<file path="src/rtl/pwm_axil_pkg.sv">
// rtl/pwm_axil_pkg.sv - shared response codes and FSM state types for the PWM AXI4-Lite front end
package pwm_axil_pkg;

    localparam logic [1:0] RESP_OKAY   = 2'b00;
    localparam logic [1:0] RESP_SLVERR = 2'b10;

    typedef enum logic [1:0] {
        W_IDLE,
        W_EXEC,
        W_RESP
    } wr_state_e;

    typedef enum logic [1:0] {
        R_IDLE,
        R_ISSUE,
        R_WAIT,
        R_RESP
    } rd_state_e;

endpackage

</file>
<file path="src/rtl/pwm_axil_slave.sv">
// rtl/pwm_axil_slave.sv - AXI4-Lite slave converting bus transactions into single-cycle register ports
module pwm_axil_slave
    import pwm_axil_pkg::*;
#(
    parameter int DATA_WIDTH     = 32,
    parameter int REG_WIDTH      = 16,
    parameter int NUM_CHANNELS   = 4,
    parameter int NUM_REGS       = 2 + 2 * NUM_CHANNELS,
    parameter int REG_ADDR_WIDTH = $clog2(NUM_REGS),
    parameter int AXI_ADDR_WIDTH = REG_ADDR_WIDTH + 2
) (
    input  logic                      clk,
    input  logic                      rst_n,

    input  logic [AXI_ADDR_WIDTH-1:0] s_axi_awaddr,
    input  logic                      s_axi_awvalid,
    output logic                      s_axi_awready,

    input  logic [DATA_WIDTH-1:0]     s_axi_wdata,
    input  logic [DATA_WIDTH/8-1:0]   s_axi_wstrb,
    input  logic                      s_axi_wvalid,
    output logic                      s_axi_wready,

    output logic [1:0]                s_axi_bresp,
    output logic                      s_axi_bvalid,
    input  logic                      s_axi_bready,

    input  logic [AXI_ADDR_WIDTH-1:0] s_axi_araddr,
    input  logic                      s_axi_arvalid,
    output logic                      s_axi_arready,

    output logic [DATA_WIDTH-1:0]     s_axi_rdata,
    output logic [1:0]                s_axi_rresp,
    output logic                      s_axi_rvalid,
    input  logic                      s_axi_rready,

    output logic                      write_en,
    output logic [REG_ADDR_WIDTH-1:0] write_addr,
    output logic [REG_WIDTH-1:0]      write_data,

    output logic                      read_en,
    output logic [REG_ADDR_WIDTH-1:0] read_addr,
    input  logic [REG_WIDTH-1:0]      read_data,
    input  logic                      read_valid
);

    localparam int STRB_BITS = REG_WIDTH / 8;

    function automatic logic idx_legal(input logic [REG_ADDR_WIDTH-1:0] idx);
        return 32'(idx) < $unsigned(NUM_REGS);
    endfunction

    // Byte-offset bits and the upper data/strobe lanes never reach a register.
    logic unused_inputs;
    assign unused_inputs = ^{s_axi_awaddr[1:0], s_axi_araddr[1:0], s_axi_wdata, s_axi_wstrb};

    // Held low through reset so the readies only rise one clock after release.
    logic live;

    wr_state_e                 wr_state, wr_state_nxt;
    logic                      aw_held, w_held;
    logic [REG_ADDR_WIDTH-1:0] wr_idx;
    logic [REG_WIDTH-1:0]      wr_data_q;
    logic [STRB_BITS-1:0]      wr_strb_q;
    logic                      aw_hs, w_hs, wr_legal;

    rd_state_e                 rd_state, rd_state_nxt;
    logic [REG_ADDR_WIDTH-1:0] rd_idx;
    logic                      rd_err;
    logic [DATA_WIDTH-1:0]     rdata_q;
    logic                      ar_hs, ar_legal;

    assign aw_hs    = s_axi_awvalid && s_axi_awready;
    assign w_hs     = s_axi_wvalid && s_axi_wready;
    assign ar_hs    = s_axi_arvalid && s_axi_arready;
    assign wr_legal = idx_legal(wr_idx) && (&wr_strb_q);
    assign ar_legal = idx_legal(s_axi_araddr[REG_ADDR_WIDTH+1:2]);

    // Liveness flag: becomes 1 on the first clock after reset release.
    always_ff @(posedge clk or negedge rst_n) begin
        if (!rst_n) begin
            live <= 1'b0;
        end else begin
            live <= 1'b1;
        end
    end

    // Write FSM state register.
    always_ff @(posedge clk or negedge rst_n) begin
        if (!rst_n) begin
            wr_state <= W_IDLE;
        end else begin
            wr_state <= wr_state_nxt;
        end
    end

    // Write FSM next state: execute once both address and data are in hand.
    always_comb begin
        wr_state_nxt = wr_state;
        case (wr_state)
            W_IDLE: if ((aw_held || aw_hs) && (w_held || w_hs)) wr_state_nxt = W_EXEC;
            W_EXEC: wr_state_nxt = W_RESP;
            W_RESP: if (s_axi_bready) wr_state_nxt = W_IDLE;
            default: wr_state_nxt = W_IDLE;
        endcase
    end

    // Write payload capture; AW and W are latched independently and released after the response.
    always_ff @(posedge clk or negedge rst_n) begin
        if (!rst_n) begin
            aw_held   <= 1'b0;
            w_held    <= 1'b0;
            wr_idx    <= '0;
            wr_data_q <= '0;
            wr_strb_q <= '0;
        end else begin
            if (aw_hs) begin
                aw_held <= 1'b1;
                wr_idx  <= s_axi_awaddr[REG_ADDR_WIDTH+1:2];
            end
            if (w_hs) begin
                w_held    <= 1'b1;
                wr_data_q <= s_axi_wdata[REG_WIDTH-1:0];
                wr_strb_q <= s_axi_wstrb[STRB_BITS-1:0];
            end
            if (wr_state == W_RESP && s_axi_bready) begin
                aw_held <= 1'b0;
                w_held  <= 1'b0;
            end
        end
    end

    // Write-side outputs decoded from state and latched payload only.
    always_comb begin
        s_axi_awready = live && (wr_state == W_IDLE) && !aw_held;
        s_axi_wready  = live && (wr_state == W_IDLE) && !w_held;
        write_en      = (wr_state == W_EXEC) && wr_legal;
        write_addr    = wr_idx;
        write_data    = wr_data_q;
        s_axi_bvalid  = (wr_state == W_RESP);
        s_axi_bresp   = RESP_OKAY;
        if (wr_state == W_RESP && !wr_legal) s_axi_bresp = RESP_SLVERR;
    end

    // Read FSM state register.
    always_ff @(posedge clk or negedge rst_n) begin
        if (!rst_n) begin
            rd_state <= R_IDLE;
        end else begin
            rd_state <= rd_state_nxt;
        end
    end

    // Read FSM next state: illegal addresses skip the register access entirely.
    always_comb begin
        rd_state_nxt = rd_state;
        case (rd_state)
            R_IDLE:  if (ar_hs) rd_state_nxt = ar_legal ? R_ISSUE : R_RESP;
            R_ISSUE: rd_state_nxt = R_WAIT;
            R_WAIT:  if (read_valid) rd_state_nxt = R_RESP;
            R_RESP:  if (s_axi_rready) rd_state_nxt = R_IDLE;
            default: rd_state_nxt = R_IDLE;
        endcase
    end

    // Read address/error capture and read-data holding register.
    always_ff @(posedge clk or negedge rst_n) begin
        if (!rst_n) begin
            rd_idx  <= '0;
            rd_err  <= 1'b0;
            rdata_q <= '0;
        end else begin
            if (ar_hs) begin
                rd_idx <= s_axi_araddr[REG_ADDR_WIDTH+1:2];
                rd_err <= !ar_legal;
                if (!ar_legal) rdata_q <= '0;
            end
            if (rd_state == R_WAIT && read_valid) begin
                rdata_q <= DATA_WIDTH'(read_data);
            end
        end
    end

    // Read-side outputs decoded from state and held registers only.
    always_comb begin
        s_axi_arready = live && (rd_state == R_IDLE);
        read_en       = (rd_state == R_ISSUE);
        read_addr     = rd_idx;
        s_axi_rvalid  = (rd_state == R_RESP);
        s_axi_rdata   = rdata_q;
        s_axi_rresp   = RESP_OKAY;
        if (rd_state == R_RESP && rd_err) s_axi_rresp = RESP_SLVERR;
    end

endmodule

</file>
<file path="config.mk">
export PLATFORM = sky130hd
export DESIGN_NAME = pwm_axil_slave
export DESIGN_NICKNAME = d
export VERILOG_FILES = /design/src/rtl/pwm_axil_pkg.sv /design/src/rtl/pwm_axil_slave.sv
export SDC_FILE = /design/constraint.sdc
export NUM_CORES = 1
export LEC_CHECK = 0
export CAP_MARGIN = 10
export CORE_UTILIZATION = 40
export DETAILED_ROUTE_END_ITERATION = 10
export MAX_ROUTING_LAYER = met4
export PLACE_DENSITY = 0.87
export RECOVER_POWER = 25
export SYNTH_ARGS = -nofsm -noshare
export SYNTH_HDL_FRONTEND = slang
export SYNTH_SLANG_ARGS = --single-unit
</file>
<file path="constraint.sdc">
create_clock -name clk -period 2.9 [get_ports clk]
set_clock_uncertainty 0.05 [all_clocks]
set_input_delay 0.58 -clock clk [delete_from_list [all_inputs] [get_ports clk]]
set_output_delay 0.58 -clock clk [all_outputs]
set_load 0.02 [all_outputs]
</file>
After elaboration in Yosys (flattened, before gate mapping). Index checks and enable logic that the tools add are counted.

Memories: 0. Register bits after elaboration: 66. Input bits: 72. Output and inout bits: 67. Bits in latches: 0. Word-level logic and storage cells: 70. ROM bits: 0. RAM bits: 0.

$lt $le $gt $ge: 2. Shift operators: 0. Mux-type cells: 17. Bitwise operators: 0. Equality and inequality tests: 11. $mul: 0. Div/mod/pow operators: 0. Reductions and logical operators: 29. Add/sub/neg operators: 0.

Operator list (number): 2-to-1 mux 32 bit (3); 2-to-1 mux 2 bit (8); logical AND 1 bit (14); less-than comparator 4 bit, second input constant (2); one-hot mux 2 bit (4 select lines) (1); == test 2 bit, second input constant (3); != test 2 x 1 -> 1 bit, second input constant (3); != test 2 bit, second input constant (3); one-hot mux 2 bit (3 select lines) (1); AND reduction 2 bit (3); nonzero test 2 bit (3); == test 2 x 1 -> 1 bit, second input constant (2); logical NOT 1 bit (4); logical NOT 2 bit (2); 2-to-1 mux 1 bit (4); AND reduction 3 bit (1); logical OR 1 bit (2).

Longest topological paths before layout. Gate-level depths: netlist of run 1.

Depth in word-level cells: 8. Depth in mapped cells: 7. Gate-level depth less buffers: 5.

Worst setup path before layout of run 1. Ideal clock, no wire load.

Kind: register -> register. Start point: register wr_state[0]. End point: register wr_strb_q[1]. Setup time: 0.125 ns. Stages on the path, launching flop included: 5. Period minus slack after synthesis: 1.741 ns. Required time: 2.725 ns. Buffers on the path: 1. Data arrival time: 1.566 ns. Slack: 1.159 ns. Cells stage by stage: dfrtp_1 -> nor4b_4 -> nand2_4 -> buf_6 -> mux2_4.

Longest elaborated chain between the ends: 4.

RTL lines: start: declaration (RTL line pwm_axil_slave.sv:60) `wr_state_e wr_state, wr_state_nxt;`; start signal: assignment (RTL line pwm_axil_slave.sv:93) `wr_state <= wr_state_nxt;`; logical NOT 2 bit (RTL line pwm_axil_slave.sv:136) `s_axi_wready = live && (wr_state == W_IDLE) && !w_held;`; logical AND 1 bit (2 in series) (RTL line pwm_axil_slave.sv:136); net s_axi_wready (RTL line pwm_axil_slave.sv:22) `output logic s_axi_wready,`; logical AND 1 bit (RTL line pwm_axil_slave.sv:74) `assign w_hs = s_axi_wvalid && s_axi_wready;`; end signal: assignment (RTL line pwm_axil_slave.sv:124) `wr_strb_q <= s_axi_wstrb[STRB_BITS-1:0];`; end: declaration (RTL line pwm_axil_slave.sv:64) `logic [STRB_BITS-1:0] wr_strb_q;`.

The timed path passes the listed nets, and every way through them passes these cells. A chain may end at the register's enable or synchronous reset.

Worst setup path in the final report of run 1.
Start point: register wr_idx[2] (netlist: write_addr[2]). End point: output write_en.

Longest elaborated chain between the ends: 3.

RTL lines: start: declaration (RTL line pwm_axil_slave.sv:62) `logic [REG_ADDR_WIDTH-1:0] wr_idx;`; start signal: assignment (RTL line pwm_axil_slave.sv:119) `wr_idx <= s_axi_awaddr[REG_ADDR_WIDTH+1:2];`; less-than comparator 4 bit (RTL line pwm_axil_slave.sv:50) `return 32'(idx) < $unsigned(NUM_REGS);`; logical AND 1 bit (RTL line pwm_axil_slave.sv:76) `assign wr_legal = idx_legal(wr_idx) && (&wr_strb_q);`; logical AND 1 bit (RTL line pwm_axil_slave.sv:137) `write_en = (wr_state == W_EXEC) && wr_legal;`; end: declaration (RTL line pwm_axil_slave.sv:37) `output logic write_en,`.

Every way passes these cells.

==> results of run 1 <==
-- worst paths after layout --
| check | end | slack, ns | cells past startpoint |
|---|---|---|---|
| min | rd_err$_DFFE_PN0P_ | 0.43 | 1 |
| max | write_en | 0.43 | 4 |
| min in group asynchronous | s_axi_rdata[3]$_DFFE_PN0P_ | 0.57 | 2 |
| min reg2reg | rd_err$_DFFE_PN0P_ | 0.43 | 1 |
| max in group asynchronous | rd_state[0]$_DFFE_PN0P_ | 1.49 | 2 |
| max reg2reg | rd_state[1]$_DFFE_PN0P_ | 1.13 | 4 |
-- state kept, by name (all words and copies together) (netlist names), 2 cells and up --
register and flops:
write_data 16, wr_state 2, wr_strb_q 2, s_axi_rdata 16
write_addr 4, read_addr 4, rd_state 2
-- through the flow --
stage               hold slack [ns]  area [um^2]  instances
global route                 0.4703         3322        365
global placement             0.4042         3246        358
CTS                          0.3578         3324        365
detailed placement           0.4123         3246        358
finish                       0.4263         3322        365
floorplan                    0.2344         2327        209
-- report_power, final --
part	leakage [nW]	total (mW)	internal, mW	switching, mW
combinational	0.843	1.80	0.946	0.853
clock	0.0438	0.367	0.162	0.205
sequential	0.609	1.25	1.03	0.220
-- Yosys cell counts (all sizes together) --
cell type,instances
buf,20
ha,5
dfrtp,50
nand2b,2
mux2,27
o22ai,1
a21oi,5
o32a,1
nor4,1
clkbuf,3
a22o,1
nor4b,2
o21ai,19
a21o,1
conb,2
nand3,2
a31oi,1
and2,3
nand2,36
mux2i,1
inv,6
a222oi,1
nor2,2
-- area by class of cell --
class                   count  area [um^2]  share of cell area, %
clock buffers               5        68.82                  2.072
clock inverters             2        10.01                 0.3013
inverters                   6        22.52                 0.6780
multi-input cells         130        890.9                  26.82
flip-flops and latches     50         1251                  37.66
well taps                  72        90.09                  2.712
repair buffers            100        988.4                  29.76
-- cells by family after synthesis --
group           after synthesis  synth area share [%]
compound gates               30                 7.463
fa+ha+maj                     5                 2.764
buf+inv                      29                 8.181
flops                        50                 55.28
mux                          28                 15.53
other cells                   2                0.3318
simple gates                 48                 10.45
-- per-layer routing --
metal	routed length, um	share of wire (%)
met4	23	0.49
met5	0	0
met3	347	7.4
met2	2302	49
met1	2018	43
==> reports/qor.csv, run 1 <==
metric;value;unit
status;finished clean;
tritoncts_num_sinks;50;
layout-drive-gt1-share;13.65;%
maxSlewHeadroom;18.91;%
vertical_die_dimension;77.23;um
nNetsFinal;370;
cp_max_fo;3;
ioPinCount;139;
crit_path_kind;reg2out;
drt_wl_total;4.691;mm
placeableCoreArea;5473;um^2
cts_tree;done;
hold_path_class;reg2reg;
layout.filler_cells;466;
post_synth_num_cell_types;28;
cp.required;2.27;ns
final_util;60.70;%
max_clock_freq;405.6;MHz
dr_total_vias;1666;
cell_type_with_the_largest_total_area_after_synthesis;sky130_fd_sc_hd__dfrtp_1;
crit_path_top_delay_cell;sky130_fd_sc_hd__clkdlybuf4s50_1;
final_min_period_over_clock_period;85.02;%
overflow;0;
h-tree-depth;2;
synthToLayoutAreaGrowth;46.77;%
die_area;5964;um^2
finalWorstPathRequiredPeriod;2.466;ns
post-dp-hpwl;3.514;mm
max-vdd-ir-drop;0.5275;mV
rows;27;
rsz0062_at_grt;no;
pin_count_of_the_biggest_net_entering_global_routing;51;
synth.top_cells.by_area;sky130_fd_sc_hd__dfrtp_1 (55%), sky130_fd_sc_hd__mux2_2 (8.5%), sky130_fd_sc_hd__mux2_4 (6.6%);
grt_antenna_before_repair;0;
die_width;77.23;um
worstMarginPinSlew;1.216;ns
synth_largest_type_area_fraction;55.28;%
postSynthCellCount;192;
cts.repair_timing.setup_buffer_count;0;
critical-path-top-delay-family;buffers and inverters;
arr_time_crit_path;1.84;ns
finalHoldViolations;0;
antenna-diode-count;0;
wire_length_of_the_first_global_routing_pass;7.652;mm
synth_seq_area_share;55.28;%
slew_violations;0;
worstHoldStart;rd_err$_DFFE_PN0P_;
post_drt_via_cell_ratio;4.564;
max_cap_viol_count;0;
worstPathBufferInverterCount;1;
ctsResizeCount;0;
drtAntennaViolNets;0;
report.final.setup_viol;0;
busiest_layer;met2;
worstSkewPairLatency;0.29;ns
timing.critical_path.from;write_addr[2]$_DFFE_PN0P_;
buffer_ports.inserted;98;
wire_per_inst;12.85;um
setup_slack;0.4343;ns
power_leakage;1.496;nW
synth_area_per_cell;11.79;um^2
grtUsageMet1;20.46;%
detail_route.drc_violations;0;
first_global_vias;1650;
dr.first_iter.drc_count;47;
fin_tns_setup;0;ns
totalPowerFinal;3.416;mW
timing.critical_path.slowest_cell_delay;0.63;ns
clkTransAtPathRegs;0.09;ns
number_of_detailed_route_iterations_in_the_first_pass;4;
final_common_cell;sky130_fd_sc_hd__clkdlybuf4s50_1;
reg2reg_from;rd_state[0]$_DFFE_PN0P_;
worst_setup_path_end_kind;primary output;
cts_hold_buf;0;
combined_global_route_utilization_of_all_metal_layers;16.89;%
grt_use_met2;27.52;%
synth_area;2263;um^2
worstSetupStartpointType;flop;
cts.root.buffer_cell;sky130_fd_sc_hd__clkbuf_8;
placement.setup.worst_slack;0.7676;ns
yosys_warnings;0;
ys_seq_elements;50;
crit_path_cell_trace;o21ai_0, nand3_1, nor2_1, clkdlybuf4s50_1;
cts-buffers-inserted;5;
met3_usage;4.643;%
clock_tree.buffer_depth;2;
gp_routability_congestion;0.7673;
initial_core_util;41.36;%
most-common-layout-cells;sky130_fd_sc_hd__clkdlybuf4s50_1 (97), sky130_fd_sc_hd__dfrtp_1 (50), sky130_fd_sc_hd__nand2_1 (35);
power_density;1028;nW/um^2
Note: power is estimated with default switching activity, not from simulation.
==> inputs of run 2 (changes only) <==
- CORE_ASPECT_RATIO: not set -> 1.25
==> reports/qor.csv, run 2 (synthesis gave the netlist of run 1 again) <==
metric;value;unit
status;finished clean;
maxSlewHeadroom;10.87;%
number_of_detailed_route_iterations_in_the_first_pass;4;
power_density;1038;nW/um^2
pin_count_of_the_biggest_net_entering_global_routing;28;
ioPinCount;139;
h-tree-depth;2;
critical-path-top-delay-family;buffers and inverters;
worst_hold_path.endpoint;rd_err$_DFFE_PN0P_;
worstMarginPinSlew;1.337;ns
final_common_cell;sky130_fd_sc_hd__clkdlybuf4s50_1;
synthToLayoutAreaGrowth;46.99;%
die_area;5965;um^2
hold_path_class;reg2reg;
die_width;69.28;um
finalWorstPathRequiredPeriod;2.474;ns
worstPathBufferInverterCount;1;
final_min_period_over_clock_period;85.32;%
rows;30;
r2r_slack;1.10;ns
layout-drive-gt1-share;13.61;%
nNetsFinal;370;
initial_core_util;41.59;%
buffer_ports.inserted;98;
worst_setup_path_end_kind;primary output;
grt_antenna_before_repair;0;
ff_to_ff_end;rd_state[1]$_DFFE_PN0P_;
worst_r2r_path_depth;4;
whs_path_depth;1;
vertical_die_dimension;86.10;um
clock_tree.buffer_depth;2;
post-dp-hpwl;3.609;mm
post_drt_via_cell_ratio;4.760;
max_clock_freq;404.1;MHz
arr_time_crit_path;1.84;ns
cp_max_fo;5;
wire_length_of_the_first_global_routing_pass;7.893;mm
cts-buffers-inserted;5;
worstHoldStart;rd_err$_DFFE_PN0P_;
timing.critical_path.slowest_cell_delay;0.68;ns
drt_wl_total;4.678;mm
dr_total_vias;1704;
slew_violations;0;
ctsResizeCount;0;
tritoncts_num_sinks;50;
reg2reg_from;rd_state[0]$_DFFE_PN0P_;
gp_routability_congestion;0.7661;
cts.root.buffer_cell;sky130_fd_sc_hd__clkbuf_8;
fin_tns_setup;0;ns
whs;0.4324;ns
detail_route.drc_violations;0;
crit_path_kind;reg2out;
max_cap_viol_count;0;
max-vdd-ir-drop;0.6653;mV
report.final.setup_viol;0;
antenna-diode-count;0;
placeableCoreArea;5443;um^2
first_global_vias;1726;
crit_path_cell_trace;nor4b_4, clkdlybuf4s50_1;
crit_path_top_delay_cell;sky130_fd_sc_hd__clkdlybuf4s50_1;
cts_hold_buf;0;
worstSetupStartpointType;flop;
layout.cell_area.non_filler;3327;um^2
overflow;0;
wire_per_inst;13.07;um
finalHoldViolations;0;
combined_global_route_utilization_of_all_metal_layers;17.17;%
cts.repair_timing.setup_buffer_count;0;
most-common-layout-cells;sky130_fd_sc_hd__clkdlybuf4s50_1 (96), sky130_fd_sc_hd__dfrtp_1 (50), sky130_fd_sc_hd__nand2_1 (35);
rsz0062_at_grt;no;
cp.required;2.27;ns
power_leakage;1.497;nW
worstSkewPairLatency;0.30;ns
placement.cell_area;3236;um^2
drtAntennaViolNets;0;
clkTransAtPathRegs;0.09;ns
cts_tree;done;
dr.first_iter.drc_count;55;
-- run 2: cell count changes in the layout (fill, tap and decap cells not counted), sizes merged --
cell           delta
buf               -1
dlygate4sd3       +1
clkbuf            +2
clkinv            -1
clkinvlp          +1
clkdlybuf4s50     -1
-- run 2: area by class of cell --
type / count / area [um^2]
clock buffers: 6 / 82.58
multi-input cells: 130 / 890.9
flip-flops and latches: 50 / 1251
fillers: 471 / 2116
well taps: 64 / 80.08
clock inverters: 2 / 12.51
repair buffers: 100 / 987.2
inverters: 6 / 22.52
-- run 2: through the flow --
stage / power, mW / setup slack, ns / util [%] / instances
finish: 3.455 / 0.4256 / 61.13 / 358
global route: 3.678 / 0.2942 / 61.13 / 358
CTS: 3.508 / 0.4053 / 61.20 / 358
detailed placement: 3.076 / 0.7579 / 59.45 / 350
global placement: 3.011 / 0.7551 / 59.45 / 350
floorplan: 2.253 / 1.159 / - / 209
-- run 2: worst max-delay path by stage --
stage	from	endpoint	slack [ns]	depth (start not counted)
after global placement	wr_state[0]$_DFFE_PN0P_	s_axi_wready	0.76	2
after CTS	wr_state[0]$_DFFE_PN0P_	s_axi_wready	0.41	2
after global routing	write_addr[2]$_DFFE_PN0P_	write_en	0.29	4
after detailed placement	wr_state[0]$_DFFE_PN0P_	s_axi_wready	0.76	2
after floorplan	wr_state[0]$_DFFE_PN0P_	wr_strb_q[1]$_DFFE_PN0P_	1.16	4
final	wr_state[0]$_DFFE_PN0P_	s_axi_wready	0.43	2
-- run 2: where the power goes --
| part | total (mW) | internal, mW | switching (mW) | leakage [nW] |
|---|---|---|---|---|
| Combinational | 1.80 | 0.945 | 0.857 | 0.840 |
| Sequential | 1.24 | 1.03 | 0.215 | 0.609 |
| Clock | 0.408 | 0.192 | 0.217 | 0.0472 |
-- run 2: metal layers --
layer	wire length, um	global-route usage (%)	part of all wire (%)	up-vias
met1	1879	19.33	40	805
met4	57	6.122	1.2	0
met2	2408	29.57	51	84
met5	0	-	0	-
met3	333	4.348	7.1	7
li1	-	-	-	808
